==> config.mk <==
export PLATFORM = sky130hd
export DESIGN_NAME = alu_seq
export DESIGN_NICKNAME = d
export VERILOG_FILES = /design/src/rtl/alu_seq_pkg.sv /design/src/rtl/alu_mul_seq.sv /design/src/rtl/alu_seq.sv
export SDC_FILE = /design/constraint.sdc
export NUM_CORES = 1
export LEC_CHECK = 0
export CAP_MARGIN = 20
export CELL_PAD_IN_SITES_DETAIL_PLACEMENT = 0
export CELL_PAD_IN_SITES_GLOBAL_PLACEMENT = 2
export CORE_UTILIZATION = 36
export DETAILED_ROUTE_END_ITERATION = 10
export PLACE_DENSITY_LB_ADDON = 0.1
export SETUP_SLACK_MARGIN = 0.15
export SLEW_MARGIN = 20
export SYNTH_ARGS = -nofsm -noshare
export SYNTH_HDL_FRONTEND = slang
export SYNTH_SLANG_ARGS = --single-unit
export TNS_END_PERCENT = 50
==> constraint.sdc <==
create_clock -name clk -period 3.6 [get_ports clk]
set_input_delay 0.72 -clock clk [delete_from_list [all_inputs] [get_ports clk]]
set_output_delay 0.72 -clock clk [all_outputs]
set_load 0.005 [all_outputs]
==> src/rtl/alu_seq_pkg.sv <==
`default_nettype none
// ============================================================================
//  Module      : alu_seq_pkg
//  Description : Shared definitions for the sequential ALU: opcode encoding,
//                status flag bit positions and controller state encoding.
//  Revision    : 1.0  initial release
// ============================================================================
package alu_seq_pkg;

    // 4-bit opcode space; 14 and 15 are reserved.
    typedef enum logic [3:0] {
        OP_ADD     = 4'd0,
        OP_SUB     = 4'd1,
        OP_AND     = 4'd2,
        OP_OR      = 4'd3,
        OP_XOR     = 4'd4,
        OP_NOT     = 4'd5,
        OP_SHL     = 4'd6,
        OP_SHR     = 4'd7,
        OP_ASR     = 4'd8,
        OP_ADDC    = 4'd9,
        OP_MUL     = 4'd10,
        OP_ACC_ADD = 4'd11,
        OP_ACC_LD  = 4'd12,
        OP_CMP     = 4'd13,
        OP_RSV14   = 4'd14,
        OP_RSV15   = 4'd15
    } op_e;

    // Bit positions inside the 4-bit {C, V, N, Z} flag vector.
    localparam int unsigned c_FLAG_C = 3;
    localparam int unsigned c_FLAG_V = 2;
    localparam int unsigned c_FLAG_N = 1;
    localparam int unsigned c_FLAG_Z = 0;

    // Controller states.
    typedef enum logic [0:0] {
        ST_IDLE = 1'b0,
        ST_MUL  = 1'b1
    } state_e;

endpackage : alu_seq_pkg
`default_nettype wire

==> src/rtl/alu_mul_seq.sv <==
`default_nettype none
// ============================================================================
//  Module      : alu_mul_seq
//  Description : Unsigned shift-add multiplier, one partial product per
//                enabled clock, WIDTH iterations per operation.
//  Revision    : 1.0  initial release
//
//  Ports
//    clk        in   clock, rising edge
//    rst_n      in   asynchronous active-low reset (aborts any operation)
//    ena_i      in   clock enable; low stalls the iteration
//    start_i    in   load operands and begin (takes priority)
//    a_i, b_i   in   multiplicand / multiplier
//    done_o     out  high in the cycle whose edge performs the last iteration
//    product_o  out  product value after this cycle's iteration; equals the
//                    full product while done_o is high
// ============================================================================
module alu_mul_seq #(
    parameter int WIDTH = 4
) (
    input  logic                 clk,
    input  logic                 rst_n,
    input  logic                 ena_i,
    input  logic                 start_i,
    input  logic [WIDTH-1:0]     a_i,
    input  logic [WIDTH-1:0]     b_i,
    output logic                 done_o,
    output logic [2*WIDTH-1:0]   product_o
);

    localparam int              c_CNT_W    = (WIDTH > 2) ? $clog2(WIDTH) : 1;
    localparam logic [c_CNT_W-1:0] c_CNT_LAST = c_CNT_W'(WIDTH - 1);

    logic [2*WIDTH-1:0] mcand_q, mcand_d;
    logic [2*WIDTH-1:0] prod_q,  prod_d;
    logic [WIDTH-1:0]   mplier_q, mplier_d;
    logic [c_CNT_W-1:0] cnt_q,   cnt_d;
    logic               busy_q,  busy_d;

    always_comb begin
        mcand_d  = mcand_q;
        prod_d   = prod_q;
        mplier_d = mplier_q;
        cnt_d    = cnt_q;
        busy_d   = busy_q;
        if (start_i) begin
            mcand_d  = {{WIDTH{1'b0}}, a_i};
            mplier_d = b_i;
            prod_d   = '0;
            cnt_d    = '0;
            busy_d   = 1'b1;
        end else if (busy_q) begin
            // Add the shifted multiplicand when the current multiplier LSB is set.
            if (mplier_q[0]) begin
                prod_d = prod_q + mcand_q;
            end
            mcand_d  = mcand_q << 1;
            mplier_d = mplier_q >> 1;
            cnt_d    = cnt_q + 1'b1;
            if (cnt_q == c_CNT_LAST) begin
                busy_d = 1'b0;
            end
        end
    end

    always_ff @(posedge clk or negedge rst_n) begin
        if (!rst_n) begin
            mcand_q  <= '0;
            prod_q   <= '0;
            mplier_q <= '0;
            cnt_q    <= '0;
            busy_q   <= 1'b0;
        end else if (ena_i) begin
            mcand_q  <= mcand_d;
            prod_q   <= prod_d;
            mplier_q <= mplier_d;
            cnt_q    <= cnt_d;
            busy_q   <= busy_d;
        end
    end

    assign done_o    = busy_q & ena_i & (cnt_q == c_CNT_LAST);
    assign product_o = prod_d;

endmodule : alu_mul_seq
`default_nettype wire

==> src/rtl/alu_seq.sv <==
`default_nettype none
// ============================================================================
//  Module      : alu_seq
//  Description : Registered WIDTH-bit ALU with valid/ready input handshake,
//                registered {C,V,N,Z} flags, accumulator and a multi-cycle
//                multiplier.
//  Revision    : 1.0  initial release
//
//  Ports
//    clk          in   clock, rising edge
//    rst_n        in   asynchronous active-low reset
//    ena_i        in   clock enable; low holds state and drops in_ready_o
//    in_valid_i   in   operands/opcode valid
//    in_ready_o   out  transfer when in_valid_i && in_ready_o
//    op_i         in   opcode (alu_seq_pkg::op_e)
//    a_i, b_i     in   operands
//    out_valid_o  out  one-cycle completion pulse
//    result_o     out  result, held until next completion
//    result_hi_o  out  upper product half for MUL, otherwise 0
//    flags_o      out  {C, V, N, Z}, held until next completion
// ============================================================================
module alu_seq
    import alu_seq_pkg::*;
#(
    parameter int WIDTH = 4
) (
    input  logic             clk,
    input  logic             rst_n,
    input  logic             ena_i,
    input  logic             in_valid_i,
    output logic             in_ready_o,
    input  logic [3:0]       op_i,
    input  logic [WIDTH-1:0] a_i,
    input  logic [WIDTH-1:0] b_i,
    output logic             out_valid_o,
    output logic [WIDTH-1:0] result_o,
    output logic [WIDTH-1:0] result_hi_o,
    output logic [3:0]       flags_o
);

    localparam int c_MSB = WIDTH - 1;

    state_e             state_q;
    logic               rdy_q;
    logic [WIDTH-1:0]   acc_q;
    logic [WIDTH-1:0]   result_q;
    logic [WIDTH-1:0]   result_hi_q;
    logic [3:0]         flags_q;
    logic               out_valid_q;

    op_e                w_op;
    logic               w_accept;
    logic               w_mul_start;
    logic               w_mul_done;
    logic [2*WIDTH-1:0] w_prod;
    logic [WIDTH:0]     w_sum;
    logic [WIDTH-1:0]   w_res;
    logic               w_c;
    logic               w_v;
    logic [3:0]         w_flags;
    logic [3:0]         w_mul_flags;

    // rdy_q keeps in_ready low until the first edge after reset release.
    assign in_ready_o  = rdy_q & ena_i & (state_q == ST_IDLE);
    assign w_op        = op_e'(op_i);
    assign w_accept    = in_valid_i & in_ready_o;
    assign w_mul_start = w_accept & (w_op == OP_MUL);

    alu_mul_seq #(
        .WIDTH (WIDTH)
    ) u_mul (
        .clk       (clk),
        .rst_n     (rst_n),
        .ena_i     (ena_i),
        .start_i   (w_mul_start),
        .a_i       (a_i),
        .b_i       (b_i),
        .done_o    (w_mul_done),
        .product_o (w_prod)
    );

    // Single-cycle datapath. Sums are WIDTH+1 bits wide so the top bit is the
    // carry (add class) or the borrow (subtract class).
    always_comb begin
        w_sum = '0;
        w_res = '0;
        w_c   = 1'b0;
        w_v   = 1'b0;
        case (w_op)
            OP_ADD: begin
                w_sum = {1'b0, a_i} + {1'b0, b_i};
                w_res = w_sum[WIDTH-1:0];
                w_c   = w_sum[WIDTH];
                w_v   = (a_i[c_MSB] == b_i[c_MSB]) && (w_res[c_MSB] != a_i[c_MSB]);
            end
            OP_ADDC: begin
                w_sum = {1'b0, a_i} + {1'b0, b_i} + {{WIDTH{1'b0}}, flags_q[c_FLAG_C]};
                w_res = w_sum[WIDTH-1:0];
                w_c   = w_sum[WIDTH];
                w_v   = (a_i[c_MSB] == b_i[c_MSB]) && (w_res[c_MSB] != a_i[c_MSB]);
            end
            OP_SUB, OP_CMP: begin
                w_sum = {1'b0, a_i} - {1'b0, b_i};
                w_res = w_sum[WIDTH-1:0];
                w_c   = w_sum[WIDTH];
                w_v   = (a_i[c_MSB] != b_i[c_MSB]) && (w_res[c_MSB] != a_i[c_MSB]);
            end
            OP_ACC_ADD: begin
                w_sum = {1'b0, acc_q} + {1'b0, a_i};
                w_res = w_sum[WIDTH-1:0];
                w_c   = w_sum[WIDTH];
                w_v   = (acc_q[c_MSB] == a_i[c_MSB]) && (w_res[c_MSB] != acc_q[c_MSB]);
            end
            OP_AND:    w_res = a_i & b_i;
            OP_OR:     w_res = a_i | b_i;
            OP_XOR:    w_res = a_i ^ b_i;
            OP_NOT:    w_res = ~a_i;
            OP_ACC_LD: w_res = a_i;
            OP_SHL: begin
                w_res = {a_i[WIDTH-2:0], 1'b0};
                w_c   = a_i[c_MSB];
            end
            OP_SHR: begin
                w_res = {1'b0, a_i[WIDTH-1:1]};
                w_c   = a_i[0];
            end
            OP_ASR: begin
                w_res = {a_i[c_MSB], a_i[WIDTH-1:1]};
                w_c   = a_i[0];
            end
            // MUL completes through the multiplier; reserved ops give 0 with Z.
            default: begin
                w_res = '0;
            end
        endcase
    end

    assign w_flags     = {w_c, w_v, w_res[c_MSB], ~|w_res};
    assign w_mul_flags = {|w_prod[2*WIDTH-1:WIDTH], 1'b0, w_prod[2*WIDTH-1], ~|w_prod};

    always_ff @(posedge clk or negedge rst_n) begin
        if (!rst_n) begin
            state_q     <= ST_IDLE;
            rdy_q       <= 1'b0;
            acc_q       <= '0;
            result_q    <= '0;
            result_hi_q <= '0;
            flags_q     <= '0;
            out_valid_q <= 1'b0;
        end else begin
            rdy_q       <= 1'b1;
            // Completion is a pulse: cleared every edge unless re-asserted.
            out_valid_q <= 1'b0;
            if (ena_i) begin
                case (state_q)
                    ST_IDLE: begin
                        if (w_accept) begin
                            if (w_op == OP_MUL) begin
                                state_q <= ST_MUL;
                            end else begin
                                out_valid_q <= 1'b1;
                                flags_q     <= w_flags;
                                result_hi_q <= '0;
                                if (w_op != OP_CMP) begin
                                    result_q <= w_res;
                                end
                                if ((w_op == OP_ACC_ADD) || (w_op == OP_ACC_LD)) begin
                                    acc_q <= w_res;
                                end
                            end
                        end
                    end
                    ST_MUL: begin
                        if (w_mul_done) begin
                            state_q     <= ST_IDLE;
                            out_valid_q <= 1'b1;
                            result_q    <= w_prod[WIDTH-1:0];
                            result_hi_q <= w_prod[2*WIDTH-1:WIDTH];
                            flags_q     <= w_mul_flags;
                        end
                    end
                    default: state_q <= ST_IDLE;
                endcase
            end
        end
    end

    assign out_valid_o = out_valid_q;
    assign result_o    = result_q;
    assign result_hi_o = result_hi_q;
    assign flags_o     = flags_q;

endmodule : alu_seq
`default_nettype wire

**Word level (Yosys, flattened, before mapping)**

Index checks and enable logic that the tools add are counted.

- Word-level logic and storage cells: 111
- Output and inout bits: 14
- Input port bits: 16
- Bits in registers: 42

- Bitwise operators: 12
- Equal/unequal tests: 26
- Add/sub/neg operators: 6
- Muxes and demuxes: 37
- Reductions and logical operators: 18

Operators by type and width:

| operator | count |
|---|---|
| two-way mux 4 bit | 12 |
| one-hot mux 4 bit (12 select lines) | 1 |
| two-way mux 8 bit | 5 |
| == test 4 bit, second input constant | 6 |
| one-hot mux 4 bit (2 select lines) | 3 |
| == test 4 x 3 -> 1 bit, second input constant | 4 |
| adder 4 x 4 -> 5 bit | 2 |
| two-way mux 1 bit | 10 |
| AND reduction 5 bit | 2 |
| adder 8 bit | 1 |
| == test 4 x 2 -> 1 bit, second input constant | 2 |
| OR reduction 4 bit | 2 |
| OR reduction 8 bit | 1 |
| bitwise AND 1 bit | 6 |
| one-hot mux 1 bit (6 select lines) | 1 |
| adder 5 x 1 -> 5 bit | 1 |
| inequality test 1 bit | 5 |
| subtractor 4 x 4 -> 5 bit | 1 |
| bitwise AND 4 bit | 1 |
| == test 4 x 1 -> 1 bit, second input constant | 1 |
| logical AND 1 bit | 4 |
| logical NOT 4 bit | 1 |
| two-way mux 2 bit | 2 |
| inequality test 2 x 1 -> 1 bit, second input constant | 2 |
| 17 further kinds | 23 |

**Longest topological paths before layout**

Gate-level depths: netlist of run 1.

- Word-level depth: 9
- Mapped depth: 11

**By module**

A second synthesis of run 1 with hierarchy kept.

- Cells, all modules: 398
- Area, all modules: 3,479.6 sq um

By module, submodules not included:

| module | area an instance (sq um) | times used | cells an instance | sequential area each (sq um) |
|---|---|---|---|---|
| alu_seq | 2,019.4 | 1 | 239 | 475.5 |
| alu_mul_seq | 1,460.2 | 1 | 159 | 575.6 |

**Least setup slack after synthesis of run 1**

No wires, ideal clock.

- Path kind: input to register
- From: input port a_i[0]
- To: register flags_q[0] (netlist: flags_o[0])
- Setup time: 82 ps
- Cell stages on the path: 11
- Data arrival time: 2,568 ps
- Slack: 950 ps
- Required time: 3,518 ps
- Cell sequence: inv_1 ha_1 inv_1 fa_1 xnor2_1 a32oi_1 nand4_1 nor4b_1 nand3_1 o21a_1 o22ai_1

- Longest elaborated chain between the ends: 8
- Elaborated cells on any way between the ends: 14
- Classes of those cells: add/sub (4); mux (4); bitwise (4); reduce/logical (2)

RTL lines:

| element | RTL line | RTL |
|---|---|---|
| from (decl) | alu_seq.sv:33 | `input logic [WIDTH-1:0] a_i,` |
| adder 4 x 4 -> 5 bit | alu_seq.sv:91, alu_seq.sv:97 |  |
| adder 5 x 1 -> 5 bit | alu_seq.sv:97 | `w_sum = {1'b0, a_i} + {1'b0, b_i} + {{WIDTH{1'b0}}, flags_q[c_FLAG_C]};` |
| one-hot mux 4 bit (12 select lines) (*) | alu_seq.sv:89 | `case (w_op)` |
| OR reduction 4 bit (*) | alu_seq.sv:138 | `assign w_flags = {w_c, w_v, w_res[c_MSB], ~\|w_res};` |
| logical NOT 1 bit (*) | alu_seq.sv:138 |  |
| two-way mux 4 bit (*) | alu_seq.sv:158 | `if (w_op == OP_MUL) begin` |
| two-way mux 4 bit (*) | alu_seq.sv:157 | `if (w_accept) begin` |
| one-hot mux 4 bit (2 select lines) (*) | alu_seq.sv:155 | `case (state_q)` |
| to (signal assigned) | alu_seq.sv:162 | `flags_q <= w_flags;` |
| to (signal assigned) | alu_seq.sv:179 | `flags_q <= w_mul_flags;` |
| to (decl) | alu_seq.sv:48 | `logic [3:0] flags_q;` |

Every way passes the cells marked *; elsewhere a longest branch is shown, timed or not. The select of a mux whose other input is x is not followed.
A chain may end at the register's enable or synchronous reset.

**Worst setup path in the final report of run 1**

Ends and elaborated chain as after synthesis.

==> metrics.log, run 1 <==
[metrics] wire length of the first global-routing pass: 15700 µm
[metrics] final design instance area without fill: 3990 µm²
[metrics] share of total power in the clock network: 0.211
[metrics] switching power: 0.000798 W
[metrics] initial antenna violation count: 0
[metrics] synthesized cell area: about 3400 µm²
[metrics] count of warnings emitted by yosys: 0
[metrics] tightest slew margin relative to the limit: 0.433
[metrics] Longest Clk Path Bufs: 2
[metrics] relative area change from synthesis to final layout: 18.0%
[metrics] Seq pwr share: 0.358
[metrics] count of H-tree levels built during CTS: 2
[metrics] Post-layout nets: 481
[metrics] outcome: completed
[metrics] total of flip-flops plus latches after synthesis: 42
[metrics] count of flip-flops with a built-in enable after synthesis: 0
[metrics] highest fanout seen on the critical path: 4
[metrics] maximum number of pins on one net before global-route repair: 43
[metrics] library cells used by synthesis: 55
[metrics] sequential fraction of the synthesis area: 0.310
[metrics] logic gate share of total power: 0.431
[metrics] remaining antenna violation count: 0
[metrics] Leak: 1.82 nW
[metrics] FF-to-FF End: flags_o[3]
[metrics] GRT Max-Usage Layer: met1
[metrics] final clock period utilization by the worst path: 0.903
[metrics] endpoint of the most critical setup path: flags_o[0]
[metrics] Post-Synthesis Net Count: 448
[metrics] met3 track demand over resource: 0.0433
[metrics] fin crit period: 3250 ps
[metrics] Clock Pin Slew Worst Setup and Hold Paths: ~90 ps
[metrics] post-synthesis share of cell area spent on xor and xnor gates: 0.0362
[metrics] Remaining Overflow, GRT: 0
[metrics] number of top-level pins: 30
[metrics] TritonCTS Buffers: 5
[metrics] utilization after layout: 0.434
[metrics] placed insts: between 500 and 600
[metrics] most used flip-flop cell after synthesis: sky130_fd_sc_hd__dfrtp_1
[metrics] Sink Count: between 40 and 50
[metrics] detailed-route wire length per cell: 17.5 µm
[metrics] CTS tree: done
[metrics] max cap viols: 0
[metrics] x dimension of the die: 99.0 µm
[metrics] category of the worst setup path capture point: flop
[metrics] share of cell area taken by muxes after synthesis: 0.0565
[metrics] met1 usage: 0.323
[metrics] number of buffer cells added on primary ports: 29
[metrics] total setup violations reported at the end of the flow: 0
[metrics] setup TNS: 0 ps
[metrics] fraction of the mapped netlist area in adder cells: 0.120
[metrics] class of the tightest hold or removal check: in2async
[metrics] post-placement cell area: 3850 µm²
[metrics] r2r startpoint: u_mul.prod_q[0]
[metrics] max-slew violation count: 0
[metrics] number of hold-slack violations in the final timing report: 0
[metrics] setup repair after global routing missed its margin: false
[metrics] Worst Reg2Reg Path Length in Cells: 9
[metrics] final weighted congestion in routability-driven placement: between 0.8 and 0.9
[metrics] total number of vias: 3063
[metrics] effective utilization at floorplan: 0.368
[metrics] highest clock rate: between 300 and 400 MHz
[metrics] net switching share of the total power: 0.369
[metrics] Worst EP arrival: 3470 ps
[metrics] root buffer cell: sky130_fd_sc_hd__clkbuf_8
[metrics] slew at the pin with the worst max-slew slack: approximately 840 ps
[metrics] final worst clock skew: 7.04 ps
[metrics] post-synthesis async set-or-reset flop share: 1.00
[metrics] internal power: between 0.001 and 0.0015 W
[metrics] height of the die: 99.0 µm
[metrics] Vias/cell: 5.60
[metrics] Cells after Synth: roughly 400
[metrics] Register-to-Register Setup Slack: 730 ps
[metrics] simple-gate area share of the yosys netlist: 0.221
[metrics] DRC marker count from the first detailed-route iteration: 254
[metrics] largest vdd supply drop: 0.000270 V
[metrics] combined global-route utilization of all metal layers: 0.206
[metrics] full die area: 9800 µm²
[metrics] fraction of final layout cells sized beyond drive strength 1: 0.0940
[metrics] setup repair bufs after CTS: 0
[metrics] antenna diode count: 0
[metrics] via count of the first global-routing pass: 2901
[metrics] # rows: 35
[metrics] met2 demand-to-capacity share in global routing: 0.280
[metrics] number of design rule violations left after detail routing: 0
[metrics] synthesized-area fraction occupied by ao, oa, aoi and oai cells: 0.199
[metrics] Setup CP Type: in2reg
[metrics] pwr dens: 541 nW/µm²
[metrics] detailed-router iteration count before antenna repair: 5
[metrics] core footprint: 9200 µm²
[metrics] Routed WL: 9560 µm
[metrics] insertion delay of the later-clocked pin in the worst-skew pair: roughly 300 ps
[metrics] beginning of the critical path: a_i[0]
[metrics] Required @ worst endpoint: 3820 ps
[metrics] per-instance average area after synthesis: 8.42 µm²
[metrics] main combinational cell family by area after synthesis: simple AND/OR/NAND/NOR gates
[metrics] number of standard cells in the layout, taps in and fillers out: 547
[metrics] Post-DP HPWL: 7400 µm
[metrics] critical path startpoint category: input port
final cells by class:
cell class / count / area (µm²)
Inverter: 20 / 75.1
Fill cell: 932 / 5200
Tap cell: 111 / 139
Timing Repair Buffer: 49 / 438
Sequential cell: 42 / 1050
Clock buffer: 5 / 68.8
Clock inverter: 3 / 68.8
Multi-Input combinational cell: 317 / 2150
kinds of logic after synthesis:
kind of cell,count (synthesis)
adders and majority gates,30
buffers and inverters,43
AOI/OAI and AO/OA,103
DFF,42
muxes,18
and+or+nand+nor,151
other,1
xor gates and xnor gates,14
what timing repair did:
item / in CTS / in global routing
gates resized for setup: 0 / 1
hold buffers: 0 / 0
endpoints found under the setup margin: 0 / 1
placed cells by master, fill, tap and decap left out, types with 10 or more instances in the layout:
cell type	n
sky130_fd_sc_hd__dfrtp_1	42
sky130_fd_sc_hd__nand2_1	62
sky130_fd_sc_hd__nor3_1	11
sky130_fd_sc_hd__clkdlybuf4s50_1	28
sky130_fd_sc_hd__inv_1	20
sky130_fd_sc_hd__nor2_1	22
sky130_fd_sc_hd__nand3_1	10
sky130_fd_sc_hd__a21oi_1	24
sky130_fd_sc_hd__ha_1	26
sky130_fd_sc_hd__o21ai_0	24
sky130_fd_sc_hd__xnor2_1	10
sky130_fd_sc_hd__buf_4	21
worst min path at each step:
| stage | start | endpoint |
|---|---|---|
| 2_1_floorplan | rst_n | acc_q[0] |
| 3_3_place_gp | flags_o[2] | flags_o[2] |
| 3_5_place_dp | result_o[1] | result_o[1] |
| 4_1_cts | result_o[1] | result_o[1] |
| 5_1_grt | rst_n | result_hi_o[2] |
| 6_report | rst_n | result_hi_o[2] |
synth_stat cells, types with 5 or more instances:
cell type / number / share of area
sky130_fd_sc_hd__inv_1: 20 / 0.022
sky130_fd_sc_hd__o21ai_0: 24 / 0.035
sky130_fd_sc_hd__mux2i_1: 9 / 0.027
sky130_fd_sc_hd__nand2b_1: 7 / 0.013
sky130_fd_sc_hd__nand3_1: 10 / 0.015
sky130_fd_sc_hd__nand2_1: 62 / 0.069
sky130_fd_sc_hd__nor2_1: 22 / 0.024
sky130_fd_sc_hd__nor3_1: 11 / 0.016
sky130_fd_sc_hd__nor4b_1: 5 / 0.013
sky130_fd_sc_hd__xnor2_1: 10 / 0.026
sky130_fd_sc_hd__mux2_2: 9 / 0.030
sky130_fd_sc_hd__dfrtp_1: 42 / 0.31
sky130_fd_sc_hd__a21oi_1: 24 / 0.035
sky130_fd_sc_hd__a22o_1: 7 / 0.018
sky130_fd_sc_hd__ha_1: 26 / 0.096
sky130_fd_sc_hd__and3_1: 6 / 0.011
sky130_fd_sc_hd__clkbuf_1: 15 / 0.017
sky130_fd_sc_hd__nor2b_1: 6 / 0.011
sky130_fd_sc_hd__a31oi_1: 8 / 0.015
layer usage:
| metal | share of wire | wire length, µm |
|---|---|---|
| met4 | 0.020 | 190 |
| met5 | 0 | 0 |
| met3 | 0.057 | 541 |
| met1 | 0.53 | 5030 |
| met2 | 0.40 | 3800 |
power by group through the flow:
stage               combinational, W  sequential, W  clock (W)
finish                      0.000932       0.000774   0.000456
global route                 0.00105       0.000798   0.000486
CTS                         0.000929       0.000778   0.000467
detailed placement          0.000925       0.000785          0
global placement            0.000920       0.000783          0
floorplan                   0.000639       0.000735          0
flip-flops by register name, summed over array words and instances, names as in the netlist:
name,flops
u_mul.mcand_q,8
u_mul.prod_q,8
acc_q,4
flags_o,4
result_hi_o,4
result_o,4
u_mul.mplier_q,4
u_mul.cnt_q,2
out_valid_o,1
rdy_q,1
state_q,1
u_mul.busy_q,1
stage by stage:
stage,total power (W),setup slack [ps],hold slack (ps)
5_1_grt,0.00234,207,442
2_1_floorplan,0.00137,950,424
6_report,0.00216,348,399
3_3_place_gp,0.00170,63.4,466
3_5_place_dp,0.00171,33.0,472
4_1_cts,0.00217,288,494
critical path, cell delays in order:
cell                              delay (ps)
sky130_fd_sc_hd__clkdlybuf4s50_1         500
sky130_fd_sc_hd__inv_1                   180
sky130_fd_sc_hd__ha_1                    200
sky130_fd_sc_hd__inv_1                    60
sky130_fd_sc_hd__fa_1                    400
sky130_fd_sc_hd__xnor2_1                 160
sky130_fd_sc_hd__a32oi_1                 260
sky130_fd_sc_hd__nand4_1                 180
sky130_fd_sc_hd__nor4b_2                 290
sky130_fd_sc_hd__buf_4                   150
sky130_fd_sc_hd__nand3_1                  70
sky130_fd_sc_hd__o21a_1                  170
sky130_fd_sc_hd__o22ai_1                 150
No activity file was read; power rests on OpenSTA's default activity.
==> inputs of run 2 (changes only) <==
==> constraint.sdc (replaced) <==
create_clock -name clk -period 3 [get_ports clk]
set_input_delay 0.6 -clock clk [delete_from_list [all_inputs] [get_ports clk]]
set_output_delay 0.6 -clock clk [all_outputs]
set_load 0.005 [all_outputs]
==> metrics.log, run 2 (synthesis gave the netlist of run 1 again) <==
[metrics] Leak: 2.03 nW (+12%)
[metrics] internal power: 0.00167 W (+23%)
[metrics] CTS tree: done
[metrics] fin crit period: 2830 ps
[metrics] TritonCTS Buffers: 5 (unchanged)
[metrics] insertion delay of the later-clocked pin in the worst-skew pair: 300 ps (about the same)
[metrics] number of standard cells in the layout, taps in and fillers out: 590 (+7.9%)
[metrics] setup repair after global routing missed its margin: true
[metrics] maximum number of pins on one net before global-route repair: 43 (unchanged)
[metrics] commonest cells after routing, fill and taps aside: sky130_fd_sc_hd__buf_4, sky130_fd_sc_hd__nand2_1, sky130_fd_sc_hd__dfrtp_1
[metrics] full die area: 9800 µm² (unchanged)
[metrics] final clock period utilization by the worst path: 0.943
[metrics] Routed WL: 10400 µm (+8.9%)
[metrics] FF-to-FF End: flags_o[3]
[metrics] Vias/cell: 5.44 (-2.8%)
[metrics] Top Registers: u_mul.mcand_q (8), u_mul.prod_q (8)
[metrics] number of top-level pins: 30 (unchanged)
[metrics] utilization after layout: 0.473 (+0.0386)
[metrics] Register-to-Register Setup Slack: 220 ps (-510 ps)
[metrics] pwr dens: 615 nW/µm² (+14%)
[metrics] Remaining Overflow, GRT: 0 (unchanged)
[metrics] class of the tightest hold or removal check: in2async
[metrics] core footprint: 9200 µm² (unchanged)
[metrics] Setup CP Type: in2reg
[metrics] tightest slew margin relative to the limit: 0.625 (+0.191)
[metrics] number of hold-slack violations in the final timing report: 0 (unchanged)
[metrics] logic gate share of total power: 0.487 (+0.056)
[metrics] Clock Pin Slew Worst Setup and Hold Paths: 90 ps (about the same)
[metrics] fraction of final layout cells sized beyond drive strength 1: 0.198 (+0.104)
[metrics] Post-DP HPWL: 7940 µm (+7.3%)
[metrics] critical path startpoint category: input port
[metrics] number of buffer cells added on primary ports: 29 (unchanged)
[metrics] highest clock rate: roughly 350 MHz
[metrics] via count of the first global-routing pass: 3060 (+5.5%)
[metrics] root buffer cell: sky130_fd_sc_hd__clkbuf_8
[metrics] Sink Count: 42 (unchanged)
[metrics] wire length of the first global-routing pass: 16900 µm (+7.1%)
[metrics] number of design rule violations left after detail routing: 0 (unchanged)
[metrics] detailed-router iteration count before antenna repair: 4 (-1)
[metrics] net switching share of the total power: 0.374 (+0.00544)
[metrics] r2r startpoint: u_mul.mcand_q[0]
[metrics] detailed-route wire length per cell: 17.6 µm (+0.93%)
[metrics] final weighted congestion in routability-driven placement: 0.877 (-2.4%)
[metrics] relative area change from synthesis to final layout: 28.5%
[metrics] Worst EP arrival: 3020 ps (-450 ps)
[metrics] outcome: completed
[metrics] # rows: 35 (unchanged)
[metrics] highest fanout seen on the critical path: 3 (-1)
[metrics] height of the die: 99.0 µm (unchanged)
[metrics] max-slew violation count: 0 (unchanged)
[metrics] final worst clock skew: 10.6 ps (+3.60 ps)
[metrics] effective utilization at floorplan: 0.368 (unchanged)
[metrics] Required @ worst endpoint: 3190 ps (-630 ps)
[metrics] Seq pwr share: 0.342 (-0.016)
[metrics] switching power: 0.00100 W (+26%)
[metrics] Post-layout nets: 524 (+8.9%)
[metrics] setup TNS: 0 ps (unchanged)
[metrics] Worst Reg2Reg Path Length in Cells: 9 (unchanged)
[metrics] total number of vias: 3211 (+4.8%)
[metrics] Hold Slack: 276 ps (-123 ps)
[metrics] total setup violations reported at the end of the flow: 0 (unchanged)
[metrics] share of total power in the clock network: 0.171 (-0.040)
[metrics] count of H-tree levels built during CTS: 2 (unchanged)
[metrics] combined global-route utilization of all metal layers: 0.221 (+0.0149)
[metrics] remaining antenna violation count: 0 (unchanged)
[metrics] placed insts: 579 (+7.4%)
[metrics] DRC marker count from the first detailed-route iteration: 154 (-39%)
[metrics] x dimension of the die: 99.0 µm (unchanged)
[metrics] category of the worst setup path capture point: flop
[metrics] antenna diode count: 0 (unchanged)
[metrics] initial antenna violation count: 0 (unchanged)
[metrics] commonest non-fill, non-tap cell in the layout: sky130_fd_sc_hd__buf_4
[metrics] max cap viols: 0 (unchanged)
[metrics] largest vdd supply drop: 0.000378 V (+40%)
[metrics] slew at the pin with the worst max-slew slack: 563 ps (-280 ps)
[metrics] Longest Clk Path Bufs: 2 (unchanged)
[metrics] count of hold buffers inserted by post-cts repair: 0 (unchanged)
[run 2: metrics by stage]
step                      setup WS (ps)  area (µm²)  power, W
after global routing               51.1        4350   0.00289
after CTS                           140        4270   0.00266
after floorplan                     380        3390   0.00165
final                               170        4350   0.00267
after detailed placement           -353        4150   0.00218
after global placement             -317        4150   0.00217
[run 2: what timing repair did]
action	4_1_cts	5_1_grt
resized for setup	3	13
endpoints found under the setup margin	5	6
pin swaps	1	3
setup buffers	1	2
[run 2: cell type report]
| class | instances | area [µm²] |
|---|---|---|
| fill | 919 | 4850 |
| multi-input combinational | 317 | 2220 |
| clock buffer | 5 | 68.8 |
| inverter | 20 | 75.1 |
| tap | 111 | 139 |
| clock inverter | 3 | 40.0 |
| timing repair buffer | 92 | 758 |
| sequential | 42 | 1050 |
[run 2: worst max path at each step]
stage	start	slack [ps]	endpoint	cells after the start
floorplan	u_mul.prod_q[0]	380	flags_o[3]	9
detailed placement	a_i[0]	-350	flags_o[0]	12
global placement	a_i[0]	-320	flags_o[0]	12
global route	a_i[1]	50	flags_o[3]	10
CTS	u_mul.mcand_q[0]	140	flags_o[3]	9
finish	a_i[1]	170	flags_o[3]	10
[run 2: critical path: stages]
cell and delay [ps]:
sky130_fd_sc_hd__clkdlybuf4s50_1 460, sky130_fd_sc_hd__buf_4 190, sky130_fd_sc_hd__fa_2 580, sky130_fd_sc_hd__ha_1 170
sky130_fd_sc_hd__nand2_1 80, sky130_fd_sc_hd__nor3_1 210, sky130_fd_sc_hd__xnor2_1 100, sky130_fd_sc_hd__a221oi_1 280
sky130_fd_sc_hd__nor3_1 90, sky130_fd_sc_hd__a221o_1 260
[run 2: power by group through the flow]
stage / sequential (W) / clock, W / combinational (W)
final: 0.000916 / 0.000457 / 0.00130
after global routing: 0.000942 / 0.000497 / 0.00145
after CTS: 0.000919 / 0.000471 / 0.00127
after detailed placement: 0.000929 / 0 / 0.00125
after global placement: 0.000925 / 0 / 0.00125
after floorplan: 0.000882 / 0 / 0.000767
[run 2: routing by layer]
layer | track usage | up-vias | wire length (µm)
met1 | 0.345 | 1537 | 5470
li1 | - | 1586 | -
met5 | 0 | - | 0
met2 | 0.318 | 77 | 4400
met3 | 0.0305 | 11 | 417
met4 | 0.0482 | 0 | 120
==> inputs of run 3 (changes only) <==
--- a/config.mk
+++ b/config.mk
@@ -10,6 +10,7 @@
 export CELL_PAD_IN_SITES_GLOBAL_PLACEMENT = 2
 export CORE_UTILIZATION = 36
 export DETAILED_ROUTE_END_ITERATION = 10
+export GPL_ROUTABILITY_DRIVEN = 0
 export PLACE_DENSITY_LB_ADDON = 0.1
 export SETUP_SLACK_MARGIN = 0.15
 export SLEW_MARGIN = 20
==> metrics.log, run 3 (synthesis gave the netlist of run 1 again) <==
[metrics] number of top-level pins: 30 (unchanged)
[metrics] FF-to-FF End: flags_o[3]
[metrics] CTS tree: done
[metrics] Routed WL: 10200 µm (-2.3%)
[metrics] outcome: completed
[metrics] wire length of the first global-routing pass: 16600 µm (-1.7%)
[metrics] post-route total power: 0.00275 W (+2.8%)
[metrics] count of H-tree levels built during CTS: 2 (unchanged)
[metrics] total setup violations reported at the end of the flow: 0 (unchanged)
[metrics] full die area: 9800 µm² (unchanged)
[metrics] Clock Pin Slew Worst Setup and Hold Paths: 100 ps (about the same)
[metrics] max cap viols: 0 (unchanged)
[metrics] max-slew violation count: 0 (unchanged)
[metrics] Longest Clk Path Bufs: 2 (unchanged)
[metrics] count of hold buffers inserted by post-cts repair: 0 (unchanged)
[metrics] final clock period utilization by the worst path: 0.928 (-0.0155)
[metrics] detailed-router iteration count before antenna repair: 5 (+1)
[metrics] Sink Count: 42 (unchanged)
[metrics] commonest cells after routing, fill and taps aside: sky130_fd_sc_hd__nand2_1, sky130_fd_sc_hd__buf_4, sky130_fd_sc_hd__dfrtp_1
[metrics] DRC marker count from the first detailed-route iteration: 214 (+39%)
[metrics] Top Registers: u_mul.mcand_q (8), u_mul.prod_q (8)
[metrics] Worst Reg2Reg Path Length in Cells: 9 (unchanged)
[metrics] combined global-route utilization of all metal layers: 0.217 (-0.00375)
[metrics] class of the tightest hold or removal check: in2async
[metrics] maximum number of pins on one net before global-route repair: 43 (unchanged)
[metrics] number of buffer cells added on primary ports: 29 (unchanged)
[metrics] # rows: 35 (unchanged)
[metrics] relative area change from synthesis to final layout: 27.5%
[metrics] critical path startpoint category: input port
[metrics] Required @ worst endpoint: 3230 ps (+40 ps)
[metrics] insertion delay of the later-clocked pin in the worst-skew pair: 300 ps (about the same)
[metrics] r2r startpoint: u_mul.prod_q[0]
[metrics] remaining antenna violation count: 0 (unchanged)
[metrics] initial antenna violation count: 0 (unchanged)
[metrics] total number of vias: 3153 (-1.8%)
[metrics] antenna diode count: 0 (unchanged)
[metrics] slew at the pin with the worst max-slew slack: 568 ps (+4.96 ps)
[metrics] final worst clock skew: 15.9 ps (+5.23 ps)
[metrics] Worst EP arrival: 3010 ps (about the same)
[metrics] fraction of final layout cells sized beyond drive strength 1: 0.184 (-0.0144)
[metrics] TritonCTS Buffers: 5 (unchanged)
[metrics] category of the worst setup path capture point: flop
[metrics] setup repair after global routing missed its margin: true
[metrics] commonest non-fill, non-tap cell in the layout: sky130_fd_sc_hd__nand2_1
[metrics] number of design rule violations left after detail routing: 0 (unchanged)
[metrics] via count of the first global-routing pass: 2989 (-2.3%)
[metrics] fin crit period: 2780 ps (-46.5 ps)
[metrics] pwr dens: 636 nW/µm² (+3.5%)
[metrics] setup TNS: 0 ps (unchanged)
[metrics] tightest slew margin relative to the limit: 0.621 (-0.00331)
[metrics] Register-to-Register Setup Slack: 270 ps (+50 ps)
[metrics] Post-DP HPWL: 7890 µm (-0.66%)
[metrics] Vias/cell: 5.40 (-0.80%)
[metrics] effective utilization at floorplan: 0.368 (unchanged)
[metrics] core footprint: 9200 µm² (unchanged)
[metrics] setup repair bufs after CTS: 0 (-1)
[metrics] Leak: 2.01 nW (-0.92%)
[metrics] root buffer cell: sky130_fd_sc_hd__clkbuf_8
[metrics] highest fanout seen on the critical path: 6 (+3)
[metrics] highest clock rate: 359 MHz (+1.7%)
[metrics] height of the die: 99.0 µm (unchanged)
[metrics] x dimension of the die: 99.0 µm (unchanged)
[metrics] largest vdd supply drop: 0.000363 V (-4.2%)
[metrics] Remaining Overflow, GRT: 0 (unchanged)
[metrics] Post-layout nets: 518 (-1.1%)
[metrics] detailed-route wire length per cell: 17.4 µm (-1.3%)
[metrics] Setup CP Type: in2reg
[metrics] number of hold-slack violations in the final timing report: 0 (unchanged)
==> run 3: cell count changes in the layout (fill, tap and decap cells not counted), sizes merged <==
| cell | before | now |
|---|---|---|
| buf | 64 | 58 |
| bufinv | 1 | 2 |
| clkinv | 2 | 1 |
==> run 3: worst max-delay path by stage <==
| stage | start | end |
|---|---|---|
| 2_1_floorplan | u_mul.prod_q[0] | flags_o[3] |
| 3_3_place_gp | a_i[0] | flags_o[0] |
| 3_5_place_dp | a_i[0] | flags_o[0] |
| 4_1_cts | u_mul.prod_q[0] | flags_o[3] |
| 5_1_grt | a_i[2] | flags_o[0] |
| 6_report | a_i[2] | flags_o[0] |
==> run 3: repair_timing <==
item	in CTS	in global routing
setup endpoints to repair	5	5
pin swaps	1	3
hold endpoints to repair	0	0
resized for setup	3	11
==> run 3: area by class of cell <==
type / count / area, µm²
inverters: 20 / 75.1
multi-input cells: 317 / 2200
clock buffers: 5 / 68.8
repair buffers: 86 / 717
clock inverters: 3 / 68.8
flip-flops and latches: 42 / 1050
well taps: 111 / 139
fillers: 934 / 4880
==> run 3: power by group <==
group	internal [W]	switching (W)
logic	0.000657	0.000625
clock network	0.000334	0.000215
registers	0.000755	0.000161
total	0.00175	0.00100
==> run 3: routing by layer <==
metal,global-route usage,up-vias,part of all wire
li1,-,1577,-
met1,0.330,1486,0.51
met2,0.330,84,0.44
met3,0.0305,6,0.044
met4,0.0344,0,0.0081
met5,0,-,0
==> run 3: stage by stage <==
step	instance area [µm²]	utilization	hold slack [ps]	instances	setup WS (ps)
global route	4320	0.469	321	584	109
finish	4320	0.469	278	584	216
CTS	4270	0.464	488	584	151
global placement	4130	0.449	464	576	-356
floorplan	3390	-	304	402	380
detailed placement	4130	0.449	467	576	-351
==> run 3: critical path, stage by stage <==
cell and delay (ps):
sky130_fd_sc_hd__clkdlybuf4s50_1 480, sky130_fd_sc_hd__inv_1 90, sky130_fd_sc_hd__ha_2 360, sky130_fd_sc_hd__buf_4 160, sky130_fd_sc_hd__xnor2_1 120, sky130_fd_sc_hd__a32oi_1 240
sky130_fd_sc_hd__nand4_1 200, sky130_fd_sc_hd__nor4b_4 350, sky130_fd_sc_hd__nand3_1 110, sky130_fd_sc_hd__o21a_1 170, sky130_fd_sc_hd__o22ai_1 130
